**src/rtl/jtag_bus_sequencer.sv**
```systemverilog
// jtag_bus_sequencer: decodes 8-bit userOps from the JTAG TAP and runs one
// req/ack bus transaction per command. It keeps an auto-incrementing address
// pointer and returns read data or status through userData_in.
//
// Bus handshake: bus_req rises together with bus_we/bus_addr/bus_wdata. All four
// hold stable until the first tck edge that samples bus_ack=1 while bus_req=1.
// bus_rdata is captured on that edge, and bus_req drops after it. If no ack
// arrives within TIMEOUT_CYC edges, the request is withdrawn and err_to is set.
// bus_ack is ignored whenever bus_req is low.
module jtag_bus_sequencer #(
    parameter int ADDR_W      = 32,
    parameter int ADDR_STEP   = 4,
    parameter int TIMEOUT_CYC = 255
) (
    input  logic              tck,
    input  logic              trst,
    input  logic [7:0]        userOp,
    input  logic              userOp_ready,
    input  logic [31:0]       userData_out,
    output logic [31:0]       userData_in,
    output logic              bus_req,
    output logic              bus_we,
    output logic [ADDR_W-1:0] bus_addr,
    output logic [31:0]       bus_wdata,
    input  logic [31:0]       bus_rdata,
    input  logic              bus_ack,
    output logic              busy,
    output logic              err
);

    localparam int CNT_W = $clog2(TIMEOUT_CYC + 1);

    localparam logic [7:0] OP_NOP       = 8'h00;
    localparam logic [7:0] OP_SET_ADDR  = 8'h01;
    localparam logic [7:0] OP_WRITE     = 8'h02;
    localparam logic [7:0] OP_READ      = 8'h03;
    localparam logic [7:0] OP_WRITE_INC = 8'h04;
    localparam logic [7:0] OP_READ_INC  = 8'h05;
    localparam logic [7:0] OP_STATUS    = 8'h06;
    localparam logic [7:0] OP_CLR_ERR   = 8'h07;

    typedef enum logic {S_IDLE, S_BUS} state_t;

    state_t              state_q, state_d;
    logic                ready_q;
    logic [ADDR_W-1:0]   addr_q, addr_d;
    logic [CNT_W-1:0]    cnt_q, cnt_d;
    logic                inc_q, inc_d;
    logic                err_to_q, err_to_d;
    logic                err_bad_q, err_bad_d;
    logic                err_ovr_q, err_ovr_d;
    logic [31:0]         data_d;
    logic                req_d, we_d;
    logic [ADDR_W-1:0]   baddr_d;
    logic [31:0]         wdata_d;
    logic                start;

    // A held-high ready level produces one command only.
    assign start = userOp_ready & ~ready_q;
    assign busy  = (state_q != S_IDLE);
    assign err   = err_to_q | err_bad_q | err_ovr_q;

    // Register the FSM state and all datapath/output registers.
    always_ff @(posedge tck) begin
        if (!trst) begin
            state_q     <= S_IDLE;
            ready_q     <= 1'b0;
            addr_q      <= '0;
            cnt_q       <= '0;
            inc_q       <= 1'b0;
            err_to_q    <= 1'b0;
            err_bad_q   <= 1'b0;
            err_ovr_q   <= 1'b0;
            userData_in <= '0;
            bus_req     <= 1'b0;
            bus_we      <= 1'b0;
            bus_addr    <= '0;
            bus_wdata   <= '0;
        end else begin
            state_q     <= state_d;
            ready_q     <= userOp_ready;
            addr_q      <= addr_d;
            cnt_q       <= cnt_d;
            inc_q       <= inc_d;
            err_to_q    <= err_to_d;
            err_bad_q   <= err_bad_d;
            err_ovr_q   <= err_ovr_d;
            userData_in <= data_d;
            bus_req     <= req_d;
            bus_we      <= we_d;
            bus_addr    <= baddr_d;
            bus_wdata   <= wdata_d;
        end
    end

    // Decode commands in IDLE, then track ack/timeout while a transaction is open.
    always_comb begin
        state_d   = state_q;
        addr_d    = addr_q;
        cnt_d     = cnt_q;
        inc_d     = inc_q;
        err_to_d  = err_to_q;
        err_bad_d = err_bad_q;
        err_ovr_d = err_ovr_q;
        data_d    = userData_in;
        req_d     = bus_req;
        we_d      = bus_we;
        baddr_d   = bus_addr;
        wdata_d   = bus_wdata;
        case (state_q)
            S_IDLE: begin
                if (start) begin
                    case (userOp)
                        OP_NOP: ;
                        OP_SET_ADDR: addr_d = userData_out[ADDR_W-1:0];
                        OP_WRITE, OP_WRITE_INC: begin
                            state_d = S_BUS;
                            req_d   = 1'b1;
                            we_d    = 1'b1;
                            baddr_d = addr_q;
                            wdata_d = userData_out;
                            cnt_d   = '0;
                            inc_d   = (userOp == OP_WRITE_INC);
                        end
                        OP_READ, OP_READ_INC: begin
                            state_d = S_BUS;
                            req_d   = 1'b1;
                            we_d    = 1'b0;
                            baddr_d = addr_q;
                            cnt_d   = '0;
                            inc_d   = (userOp == OP_READ_INC);
                        end
                        OP_STATUS: data_d = {27'b0, busy, err_ovr_q, err_bad_q, err_to_q, 1'b1};
                        OP_CLR_ERR: begin
                            err_to_d  = 1'b0;
                            err_bad_d = 1'b0;
                            err_ovr_d = 1'b0;
                        end
                        default: err_bad_d = 1'b1;
                    endcase
                end
            end
            S_BUS: begin
                // Commands cannot queue behind an open transaction.
                if (start) err_ovr_d = 1'b1;
                if (bus_ack) begin
                    state_d = S_IDLE;
                    req_d   = 1'b0;
                    if (!bus_we) data_d = bus_rdata;
                    if (inc_q) addr_d = addr_q + ADDR_W'(ADDR_STEP);
                end else if (cnt_q == CNT_W'(TIMEOUT_CYC - 1)) begin
                    state_d  = S_IDLE;
                    req_d    = 1'b0;
                    err_to_d = 1'b1;
                    if (!bus_we) data_d = '0;
                end else begin
                    cnt_d = cnt_q + 1'b1;
                end
            end
            default: state_d = S_IDLE;
        endcase
    end

endmodule
```
**config.mk**
```make
export PLATFORM = sky130hd
export DESIGN_NAME = jtag_bus_sequencer
export DESIGN_NICKNAME = d
export VERILOG_FILES = /design/src/rtl/jtag_bus_sequencer.sv
export SDC_FILE = /design/constraint.sdc
export NUM_CORES = 1
export LEC_CHECK = 0
export ABC_AREA = 1
export BUFFER_PORTS_ARGS = -buffer_cell sky130_fd_sc_hd__clkbuf_2
export CORE_MARGIN = 5
export CORE_UTILIZATION = 48
export CTS_CLUSTER_DIAMETER = 120
export DETAILED_ROUTE_END_ITERATION = 8
export GPL_TIMING_DRIVEN = 0
export PLACE_DENSITY_LB_ADDON = 0.1
export SLEW_MARGIN = 10
export SYNTH_ARGS = -nofsm -noshare
export SYNTH_HDL_FRONTEND = slang
export SYNTH_SLANG_ARGS = --single-unit
```
**constraint.sdc**
```tcl
create_clock -name tck -period 1.5 [get_ports tck]
set_input_delay 0.3 -clock tck [delete_from_list [all_inputs] [get_ports tck]]
set_output_delay 0.3 -clock tck [all_outputs]
set_load 0.02 [all_outputs]
```
==> results.md <==
* Worst slew pin tran at 0.6946 ns
* Syn Inst Count at 1093
* Unique masters post-synth at 34
* IO buf count at 174
* Family with the most delay on the worst path: simple AND/OR/NAND/NOR gates
* Via count at 7941
* Die H at 131.4 µm
* Final Total Pwr at 8.982 mW
* Clk Latency, worst-skew pair at 0.43 ns
* First-pass GRT wire length at 36.10 mm
* Layout cells sized above 1 at 0.3131
* Core area at 14480 µm²
* Post-synth EDFFs at 0
* Slew Limit Fails at 0
* Tmin final at 1.721 ns
* Drt pass-1 iters at 5
* CTS buffer count at 17
* DR iter-0 viols at 620
* Max Clk Rate at 581.0 MHz
* Pre-CTS setup slack at -0.3959 ns
* Critical path peak fanout at 6
* Fin util at 0.6795
* Final setup TNS at -6.475 ns
* Largest net degree at the start of global routing at 17
* CTS tree: yes
* Worst Path Class, Setup: register to register
* Residual DRC count at 0
* Final wirelength at 23.81 mm
* Max Cap Violations at 0
* Largest cells by area after synthesis: dfxtp_1, nand2_1, nor2_1, o21ai_0, inv_1
* Clk sink count at 144
* Hold Crit Class: input pin to register
* Row count at 44
* RSZ-0062 raised after global routing: true
* Sequential fraction of the synthesis area at 0.4078
* Dpl cell area at 8190 µm²
* Post-DP HPWL at 16.48 mm
* Number of I/O pins at 176
* CP Buf/Inv Count at 4
* Worst path max stage delay at 0.35 ns
* Mapped Area at 7069 µm²
* Vias/cell at 5.228
* Syn_area_per_cell at 6.468 µm²
* Area grow syn2layout at 39.17%
* Die Width at 131.4 µm
* Initial Util at 0.4882
* Failing checks: negative setup slack
* ANT cells at 0
* P_leak at 4.215 nW
* Synth top cells by count: nand2_1, nor2_1, dfxtp_1
* Syn Nets at 1172
* Final net count at 1402
* Overall Global Routing Usage at 0.2544
* Grt ovf at 0
* Skew final at 0.01076 ns
* Worst Hold Path Cells at 3
* Final Hold Fails at 0
* Average wire per standard cell at 15.67 µm
* Status: finished with violations
* Max_slew headroom at 0.5369
* Worst EP arrival at 2.02 ns
* Worst setup margin at -0.2211 ns
* Clk pin slew, worst setup/hold paths at 0.07 ns
* Vias in the first global route at 7240
* Levels on crit path at 13
* Required @ worst endpoint at 1.80 ns
* Initial antenna violation count at 0
* Crit-path slowest cell: dfxtp_4
* Worst setup SP type: register
* Die area at 17250 µm²
* Setup violations, final at 42
* Routability cong. at 0.9695
* Critical Path Sink Type: register
* Clk buf depth at 2
* Synth Warn # at 0
* Worst reg2reg path depth at 13
* Fraction of registers with async set/reset at 0
* Most frequent cell after synthesis: nand2_1
* Area leader, netlist: dfxtp_1
* VDD IR max at 0.9037 mV
* Main synth FF type: dfxtp_1
* #FFs+latches synth at 144
* PD cells at 913.0 nW/µm²
* Post-detailed-route count of antenna-violating nets at 0
* CP dominant cell by count: nand2_4
* H-tree levels at 4
* Worst-path cell chain: inv_4 > ha_4 > nand2_4 > nor2_4 > nand2_4 > nand2_4 > o21ai_2 > inv_2 > buf_6 > clkbuf_16 > nand4_1 > nand2_1 > nor2_1
* Yosys top cell area share at 0.4078
* Number of hold buffers added after cts at 0
* Final instance area at 9838 µm²
* Final period util at 1.147
* CTS Root Cell: clkbuf_16
worst paths after layout:
kind / endpoint / startpoint / slack [ns]
worst max-delay path: userData_in[14] / cnt_q[0] / -0.22
worst min-delay path: ready_q / userOp_ready / 0.07
worst max register to register: userData_in[14] / cnt_q[0] / -0.22
worst min register to register: bus_addr[1] / addr_q[1] / 0.46
registers in the layout, summed over array words and instances (netlist names):
name         cells
addr_q          32
bus_addr        32
bus_wdata       32
userData_in     32
cnt_q            8
bus_req          1
bus_we           1
busy             1
err_bad_q        1
err_ovr_q        1
err_to_q         1
inc_q            1
ready_q          1
report_power, final:
part | total [mW] | leakage (nW) | switching (mW) | internal (mW)
Clock | 4.69 | 0.318 | 1.63 | 3.06
Sequential | 3.84 | 1.18 | 0.0152 | 3.83
Combinational | 0.450 | 2.72 | 0.276 | 0.174
Total | 8.98 | 4.21 | 1.92 | 7.06
cells in the final DEF, fill, tap and decap left out, types with 7 or more instances in the layout:
master       n
a21oi_1     60
dfxtp_1    121
buf_6       17
nand2_4     15
o21ai_1      8
nand2_2     20
clkbuf_2   181
buf_4       30
inv_2        8
nor2_2      30
o21ai_0     79
dfxtp_2     11
nor2_1     190
nand3_1     50
inv_1       83
dfxtp_4     12
clkbuf_16   19
buf_8        7
nand2_1    254
nor2_4      17
clkbuf_1    18
nand4_1     35
layout make-up:
cell class,instances,area (µm²)
clock inverters,11,185.2
plain buffers,55,411.6
inverters,97,391.6
repair buffers,210,1239
flip-flops and latches,144,2942
well taps,184,230.2
fillers,1305,4641
clock buffers,20,466.7
multi-input cells,798,3973
repair_timing:
item | in CTS | in global routing
cloned | 1 | 4
setup buffers | 12 | 20
endpoints found under the setup margin | 136 | 135
pin swaps | 6 | 18
resized for setup | 83 | 148
worst min-delay path, cell delays in order:
cell      delay [ns]
clkbuf_2        0.09
nand2_1         0.04
inv_1           0.04
cells by family (layout without fill, tap and decap cells):
kind of cell / Yosys count / after routing / synth area share
AND/OR/NAND/NOR: 632 / 633 / 0.3719
AO/OA/AOI/OAI: 157 / 157 / 0.1135
buffers and inverters: 152 / 393 / 0.09540
flip-flops: 144 / 144 / 0.4078
XOR/XNOR: 5 / 5 / 0.006196
adder cells (fa/ha/maj): 3 / 3 / 0.005310
layer usage:
layer / vias up / wire length (µm) / GRT usage
met5: - / 0 / 0
met4: 0 / 614 / 0.09143
met3: 49 / 1427 / 0.05963
met2: 266 / 11600 / 0.4297
met1: 3680 / 10170 / 0.3175
li1: 3946 / - / -
stage by stage:
stage	std cells	hold WS, ns
5_1_grt	1519	0.07086
2_1_floorplan	1093	0.3935
3_3_place_gp	1451	0.4460
6_report	1519	0.07223
3_5_place_dp	1451	0.4499
4_1_cts	1495	0.07075
(Power assumes the default switching activity.)
